### config.mk
export PLATFORM = sky130hd
export DESIGN_NAME = mc_ise
export DESIGN_NICKNAME = d
export VERILOG_FILES = /design/src/rtl/mc_ise_pkg.sv /design/src/rtl/mc_col_byte.sv /design/src/rtl/mc_ise.sv
export SDC_FILE = /design/constraint.sdc
export NUM_CORES = 1
export LEC_CHECK = 0
export BUFFER_PORTS_ARGS = -buffer_cell sky130_fd_sc_hd__buf_4
export CAP_MARGIN = 20
export CORE_MARGIN = 3
export CORE_UTILIZATION = 52
export CTS_BUF_LIST = sky130_fd_sc_hd__clkbuf_4
export CTS_CLUSTER_SIZE = 40
export DETAILED_ROUTE_END_ITERATION = 7
export GPL_ROUTABILITY_DRIVEN = 0
export MAX_ROUTING_LAYER = met4
export PLACE_DENSITY = 0.81
export SYNTH_ARGS = -nofsm -noshare
export SYNTH_HDL_FRONTEND = slang
export SYNTH_SLANG_ARGS = --single-unit
### constraint.sdc
create_clock -name clk -period 3.7 [get_ports clk]
set_clock_uncertainty 0.05 [all_clocks]
set_input_delay 0.555 -clock clk [delete_from_list [all_inputs] [get_ports clk]]
set_output_delay 0.555 -clock clk [all_outputs]
set_load 0.005 [all_outputs]
### src/rtl/mc_ise_pkg.sv
// mc_ise_pkg: GF(2^8) helpers, MixColumns coefficients and FSM state type for mc_ise
package mc_ise_pkg;

  localparam logic [7:0] GF_POLY = 8'h1B;
  localparam logic [7:0] FWD_C [4] = '{8'h02, 8'h03, 8'h01, 8'h01};
  localparam logic [7:0] INV_C [4] = '{8'h0E, 8'h0B, 8'h0D, 8'h09};

  typedef enum logic [1:0] {
    ST_LOAD   = 2'd0,
    ST_CALC   = 2'd1,
    ST_UNLOAD = 2'd2
  } state_t;

  function automatic logic [7:0] xtime(input logic [7:0] x);
    return {x[6:0], 1'b0} ^ (x[7] ? GF_POLY : 8'h00);
  endfunction

  // Every coefficient fits in 4 bits, so four doubling steps cover the product.
  function automatic logic [7:0] gmul(input logic [7:0] x, input logic [7:0] c);
    logic [7:0] acc;
    logic [7:0] p;
    acc = '0;
    p = x;
    for (int k = 0; k < 4; k++) begin
      acc = c[k] ? acc ^ p : acc;
      p = xtime(p);
    end
    return acc;
  endfunction

endpackage

### src/rtl/mc_col_byte.sv
// mc_col_byte: one output row of (Inv)MixColumns for a single state column
module mc_col_byte
  import mc_ise_pkg::*;
(
  input  logic [7:0] s0,
  input  logic [7:0] s1,
  input  logic [7:0] s2,
  input  logic [7:0] s3,
  input  logic [1:0] row,
  input  logic       mode,
  output logic [7:0] y
);

  logic [7:0] w_s [4];

  assign w_s = '{s0, s1, s2, s3};

  // r_row = XOR over j of c[(j-row) mod 4] * s_j; the 2-bit subtraction wraps mod 4
  always_comb begin
    logic [1:0] k;
    y = '0;
    for (int j = 0; j < 4; j++) begin
      k = 2'(j) - row;
      y = y ^ gmul(w_s[j], mode ? INV_C[k] : FWD_C[k]);
    end
  end

endmodule

### src/rtl/mc_ise.sv
// mc_ise: iterative MixColumns/InvMixColumns ISE with load, calc and unload phases
module mc_ise
  import mc_ise_pkg::*;
#(
  parameter int LANES = 1
) (
  input  logic                 clk,
  input  logic                 rst,
  input  logic                 start,
  input  logic                 mode,
  input  logic [8*LANES-1:0]   a,
  input  logic [8*LANES-1:0]   b,
  input  logic [7:0]           sr,
  output logic [7:0]           sr_out,
  output logic [8*LANES-1:0]   result,
  output logic                 wait_req
);

  localparam int LOADS   = 4 / (2 * LANES);
  localparam int UNLOADS = 4 / LANES;

  if (LANES != 1 && LANES != 2) begin : g_bad_lanes
    $error("mc_ise: LANES must be 1 or 2");
  end

  state_t     r_state;
  logic       r_ld_cnt;
  logic [1:0] r_un_cnt;
  logic [1:0] r_calc_cnt;
  logic       r_mode_q;
  logic [7:0] r_s [4];
  logic [7:0] r_r [4];
  logic [7:0] w_y;
  logic       w_last_ld;
  logic       w_last_un;

  assign w_last_ld = int'(r_ld_cnt) == LOADS - 1;
  assign w_last_un = int'(r_un_cnt) == UNLOADS - 1;
  assign sr_out    = sr;
  // Gated by rst so the stall is dropped while the block is held in reset.
  assign wait_req  = rst & ((r_state == ST_CALC) | (r_state == ST_LOAD & start & w_last_ld));

  mc_col_byte u_col (
    .s0   (r_s[0]),
    .s1   (r_s[1]),
    .s2   (r_s[2]),
    .s3   (r_s[3]),
    .row  (r_calc_cnt),
    .mode (r_mode_q),
    .y    (w_y)
  );

  // Present the current unload group, highest result bytes first.
  always_comb begin
    result = '0;
    for (int l = 0; l < LANES; l++)
      result[8*l +: 8] = (r_state == ST_UNLOAD) ? r_r[2'(4 - LANES * (int'(r_un_cnt) + 1) + l)] : 8'h00;
  end

  // Phase sequencing: capture operands, compute one row per cycle, hand out results.
  always_ff @(posedge clk or negedge rst) begin
    if (!rst) begin
      r_state    <= ST_LOAD;
      r_ld_cnt   <= 1'b0;
      r_un_cnt   <= '0;
      r_calc_cnt <= '0;
      r_mode_q   <= 1'b0;
      r_s        <= '{default: '0};
      r_r        <= '{default: '0};
    end else begin
      unique case (r_state)
        ST_LOAD: if (start) begin
          for (int l = 0; l < LANES; l++) begin
            r_s[2'(int'(r_ld_cnt) * 2 * LANES + l)]         <= a[8*l +: 8];
            r_s[2'(int'(r_ld_cnt) * 2 * LANES + LANES + l)] <= b[8*l +: 8];
          end
          if (w_last_ld) begin
            r_mode_q   <= mode;
            r_ld_cnt   <= 1'b0;
            r_calc_cnt <= '0;
            r_state    <= ST_CALC;
          end else begin
            r_ld_cnt <= r_ld_cnt + 1'b1;
          end
        end
        ST_CALC: begin
          r_r[r_calc_cnt] <= w_y;
          r_calc_cnt      <= r_calc_cnt + 2'd1;
          if (r_calc_cnt == 2'd3) begin
            r_un_cnt <= '0;
            r_state  <= ST_UNLOAD;
          end
        end
        ST_UNLOAD: if (start) begin
          r_un_cnt <= w_last_un ? 2'd0 : r_un_cnt + 2'd1;
          r_state  <= w_last_un ? ST_LOAD : ST_UNLOAD;
        end
        default: r_state <= ST_LOAD;
      endcase
    end
  end

endmodule
Yosys cells after proc, flatten, opt, wreduce, memory -nomap -nowiden
Index checks and enable logic that the tools add are counted.
Word-level totals
  register bits: 72
  bits of input ports: 28
  word-level logic and storage cells: 175
Cells by class
  $add $sub $neg: 10
  $lt $le $gt $ge: 11
  eq/ne operators: 8
  muxes and demuxes: 83
  bitwise gates (word level): 39
  reductions and logical operators: 11
Operators with widths (number)
  $xor 8x8->8: 27
  $mux 8: 22
  $bmux 8 s2: 9
  $bwmux 32: 3
  $mux 4: 20
  $mux 5: 12
  $demux 8 s2: 3
  $mux 2: 10
  $ge 3x3->1 const B: 5
  $not 2->3: 5
  $ge 2x3->1 const B: 3
  $reduce_and 3->1: 3
  $add 2x1->2 const B: 4
  $pmux 2 s2: 2
  $ne 2x2->1 const B: 3
  $not 2->2: 3
  $pmux 2 s3: 1
  $sub 1x2->2 const A: 3
  $eq 2x1->1 const B: 2
  $eq 2x2->1 const B: 2
  $lt 2x1->1 const B: 2
  $reduce_and 4->1: 1
  $reduce_bool 2->1: 2
  $sub 2x2->2 const A: 2
  9 further kinds: 13

Depth between registers and ports, before layout
  depth in word-level cells: 17
  gate-level depth with buffers: 8

Hierarchy
Synthesis repeated with hierarchy kept, for this count alone.
Second synthesis, totals
  cell total of the unflattened synthesis: 397
  area total of the unflattened synthesis: 4319.1 sq um
Modules (own cells, without submodules)
  mc_ise: instances 1, cells an instance 188, area an instance 2557.5 sq um, sequential area each 1401.3 sq um
  mc_col_byte: instances 1, cells an instance 209, area an instance 1761.7 sq um, sequential area each 0.0 sq um

Least setup slack after synthesis
OpenSTA, ideal clock, no wires.
  path kind: register to register
  from: register r_calc_cnt[0]
  to: register r_r[4] (netlist name)
  data arrival time: 2049 ps
  required time: 3524 ps
  slack: 1474 ps
  cell stages (with the launch flop): 9
  buffers on the path: 1
  period minus slack after synthesis: 2226 ps
  cells stage by stage: dfrtp_1 > buf_2 > inv_2 > ha_1 > nor2b_1 > xnor2_1 > xnor3_1 > xnor3_1 > o21ai_1
Between the ends
  cells in the longest elaborated chain, start to end: 17
Ends and longest elaborated chain
  start, declared: line mc_ise.sv:29  | logic [1:0] r_calc_cnt;
  start signal, assigned: line mc_ise.sv:88  | r_calc_cnt <= r_calc_cnt + 2'd1;
  $sub 1x2->2: line mc_col_byte.sv:23  | k = 2'(j) - row;
  $not 2->3 (implied by the code): line mc_col_byte.sv:24  | y = y ^ gmul(w_s[j], mode ? INV_C[k] : FWD_C[k]);
  $bmux 8 s2: line mc_col_byte.sv:24
  $mux 4 (implied by the code) (2 in series): line mc_col_byte.sv:24
  $mux 4: line mc_col_byte.sv:24
  $mux 8: line mc_ise_pkg.sv:25  | acc = c[k] ? acc ^ p : acc;
  $xor 8x8->8: line mc_ise_pkg.sv:25
  $mux 8: line mc_ise_pkg.sv:25
  $xor 8x8->8: line mc_ise_pkg.sv:25
  $mux 8: line mc_ise_pkg.sv:25
  $xor 8x8->8: line mc_ise_pkg.sv:25
  $mux 8: line mc_ise_pkg.sv:25
  $xor 8x8->8 (3 in series): line mc_col_byte.sv:24
  $bwmux 32 *: line mc_ise.sv:87  | r_r[r_calc_cnt] <= w_y;
  end signal, assigned by index: line mc_ise.sv:87
  end, declared: line mc_ise.sv:32  | logic [7:0] r_r [4];
Every way passes the cells marked *; elsewhere a longest branch is shown, timed or not. The select of a mux whose other input is x is not followed.
A chain may end at the register's enable or synchronous reset.

Worst setup path in the final report
  from: register r_un_cnt[0]
  to: output port result[4]
Between the ends
  cells in the longest elaborated chain, start to end: 7
Ends and longest elaborated chain
  start, declared: line mc_ise.sv:28  | logic [1:0] r_un_cnt;
  start signal, assigned: line mc_ise.sv:95  | r_un_cnt <= w_last_un ? 2'd0 : r_un_cnt + 2'd1;
  $add 2x1->2: line mc_ise.sv:57  | result[8*l +: 8] = (r_state == ST_UNLOAD) ? r_r[2'(4 - LANES * (int'(r_un_cnt) + 1) + l)] : 8'h00;
  $sub 1x2->2: line mc_ise.sv:57
  $not 2->2 (implied by the code): line mc_ise.sv:57
  $bmux 8 s2: line mc_ise.sv:57
  $mux 8 (implied by the code) (2 in series): line mc_ise.sv:57
  $mux 8: line mc_ise.sv:57
  end, declared: line mc_ise.sv:15  | output logic [8*LANES-1:0] result,
No other way between the ends. The select of a mux whose other input is x is not followed.

==> results.cfg <==
[yosys]
yosysSeqAreaShare_pct = 39.40
synthCells = 329
ys_top_cells_by_area = dfrtp_1 (39%), xnor2_1 (7.9%), mux2_2 (5.7%)
synth_area_leader_cell = dfrtp_1
synth_nets = 364
synth_async_sr_flop_share_pct = 100.0
synth-main-ff-cell = dfrtp_1
ys_types = 34
avgSynthCellArea_sq_um = 10.81
synth_enable_flop_cells = 0
ys.warnings.count = 0
ys_seq_elements = 56
synth_top_area_share_pct = 39.40
syn_area_sq_um = 3557

[die]
ios = 45
die-area_sq_um = 7869
die_y_um = 88.71
start_util_pct = 54.77
fp-row-count = 29
coreArea_sq_um = 6495
die_w_um = 88.71

[global_route]
antenna_found_initial = 0
grt_pass1_wl_um = 11610
grt_max_degree = 57
grtUsageTotal_pct = 20.00
first_global_vias = 2336
overflow = 0

[clock_tree]
clock_sinks = 56
cts-resized-gates = 0
cts_setup_buffers = 0
path_clk_slew_ns = 0.17
clock_path_buffers = 2
clk_latency_ns = 0.39
cts_hold_buf = 0
cts_max_level = 2
cts_root_buffer = clkbuf_4
cts_tree = done
cts_buffers = 5

[drt]
wl_um = 6923
first_pass_iters = 5
drt_iter0_drc = 131
routed_via_density = 5.598
drcViolationCount = 0
vias = 2351
wire_per_inst_um = 16.48
ant_nets = 0

[placed_design]
place_hpwl_um = 4998
placed_area_sq_um = 3731
io_buffers = 28

[sta]
fin_crit_sh_pct = 72.09
fin_tns_setup_ns = 0
finalHoldViolations = 0
fmax_mhz = 374.9
final_max_slew_viol_count = 0
worst_pin_slew_ns = 0.7618
setup_viol = 0
fin_crit_ns = 2.667
rsz0062_at_grt = false
maxSlewHeadroom_pct = 49.11

[layout]
synthToLayoutAreaGrowth_pct = 6.578
fin_area_sq_um = 3791
diodes = 0
multi_input_area_sq_um = 2001
fillers = 566
drive_gt1_share_pct = 21.57
register_area_sq_um = 1401
fin_nets = 377

[worst_setup_path]
cp_num_buf_inv = 1
worstPathArrival_ns = 2.06
cp-start-kind = register
path_class = reg2out
crit_required_ns = 3.09
path_max_fanout = 11
end_kind = primary output
critical_path.top_delay_family = flip-flops
max_stage_delay_ns = 0.78
r2r_slack_ns = 1.15
crit_chain = mux4_2 > and2_1 > buf_4
slowest_stage = dfrtp_1

[min_path]
hold_class = in2async

[status]
status = complete, no violations

[run]
drv_cap = 0
[metal layers]
layer / vias up / part of all wire (%) / GRT usage (%)
li1: 1139 / - / -
met1: 1122 / 46 / 27.53
met5: - / 0 / -
met4: 0 / 1.4 / 5.357
met3: 10 / 5.3 / 3.259
met2: 80 / 47 / 30.84
[cell usage after synthesis, types with 7 or more instances]
cell type and instances:
o21ai_0 10, buf_4 8, ha_1 7, o31ai_1 12, xnor3_1 8, mux4_2 8, mux2i_1 8, mux2_2 18
o21ai_1 8, nor2_1 11, dfrtp_1 56, nor2b_1 25, and2_1 10, xnor2_2 8, clkbuf_1 9, nand2_1 48
xnor2_1 32
[worst register-to-register path: cells and delay by family, from the launching register on]
kind	cells	cell delay, ns
flip-flops	1	0.59
XOR/XNOR	2	0.53
AND/OR/NAND/NOR	2	0.44
adder cells (fa/ha/maj)	1	0.35
AO/OA/AOI/OAI	1	0.30
buffers and inverters	1	0.19
[cell families (layout without fill, tap and decap cells)]
kind of cell / count (synthesis) / in the layout / synth area share [%]
AO/OA/AOI/OAI: 45 / 45 / 8.125
AND/OR/NAND/NOR: 108 / 108 / 14.81
multiplexers: 34 / 34 / 13.01
flip-flops: 56 / 56 / 39.39
buffers and inverters: 26 / 40 / 4.361
adder cells (fa/ha/maj): 7 / 7 / 2.462
XOR/XNOR: 53 / 53 / 17.83
[state kept, by name (all words and copies together) (netlist names)]
signal / flops
r_r: 32
r_s: 16
r_calc_cnt: 2
r_state: 2
r_un_cnt: 2
r_ld_cnt: 1
r_mode_q: 1
[metrics by stage]
step	hold WS (ns)	instances	utilization [%]	setup slack, ns
floorplan	0.2094	329	-	1.474
global placement	0.4069	412	57.45	1.307
detailed placement	0.4125	412	57.45	1.206
CTS	0.2567	420	58.37	0.9966
global route	0.2922	420	58.37	0.9205
finish	0.2407	420	58.37	1.033
[path summary, 6_finish.rpt]
kind,from,endpoint,cells past startpoint
max,r_un_cnt[0]$_DFFE_PN0P_,result[4],3
min,rst,r_r[2]$_DFFE_PN0P_,2
max reg2reg,r_calc_cnt[0]$_DFFE_PN0P_,r_r[25]$_DFFE_PN0P_,7
min reg2reg,r_r[10]$_DFFE_PN0P_,r_r[10]$_DFFE_PN0P_,2
max in group asynchronous,rst,r_s[17]$_DFFE_PN0P_,2
min in group clk,b[5],r_s[21]$_DFFE_PN0P_,2
[layout by cell type (no fill, tap or decap), types with 2 or more instances in the layout]
cell and n:
dfrtp_1 56, o21ai_1 8, xnor2_2 8, o21ai_0 10, o211ai_1 3, nor2b_1 25
xnor3_1 8, clkbuf_4 5, nand3_1 5, a211o_1 4, a32o_1 2, mux4_2 8
nor2_1 11, o31ai_1 12, ha_1 7, nand2_1 48, mux2_2 18, xor2_1 5
and2_1 10, xnor2_1 32, and3_1 2, buf_4 30, mux2i_1 8, a21oi_1 5
nand2b_1 3
[area by class of cell]
cell class / count / share of cell area (%)
Timing Repair Buffer: 30 / 5.941
Multi-Input combinational cell: 247 / 52.77
Clock buffer: 5 / 0.9901
Tap cell: 77 / 2.541
Clock inverter: 3 / 0.5941
Inverter: 2 / 0.1980
Sequential cell: 56 / 36.96
Power is not shown: default switching activity piles up to over one toggle a cycle in this logic, so the estimate is an artifact.
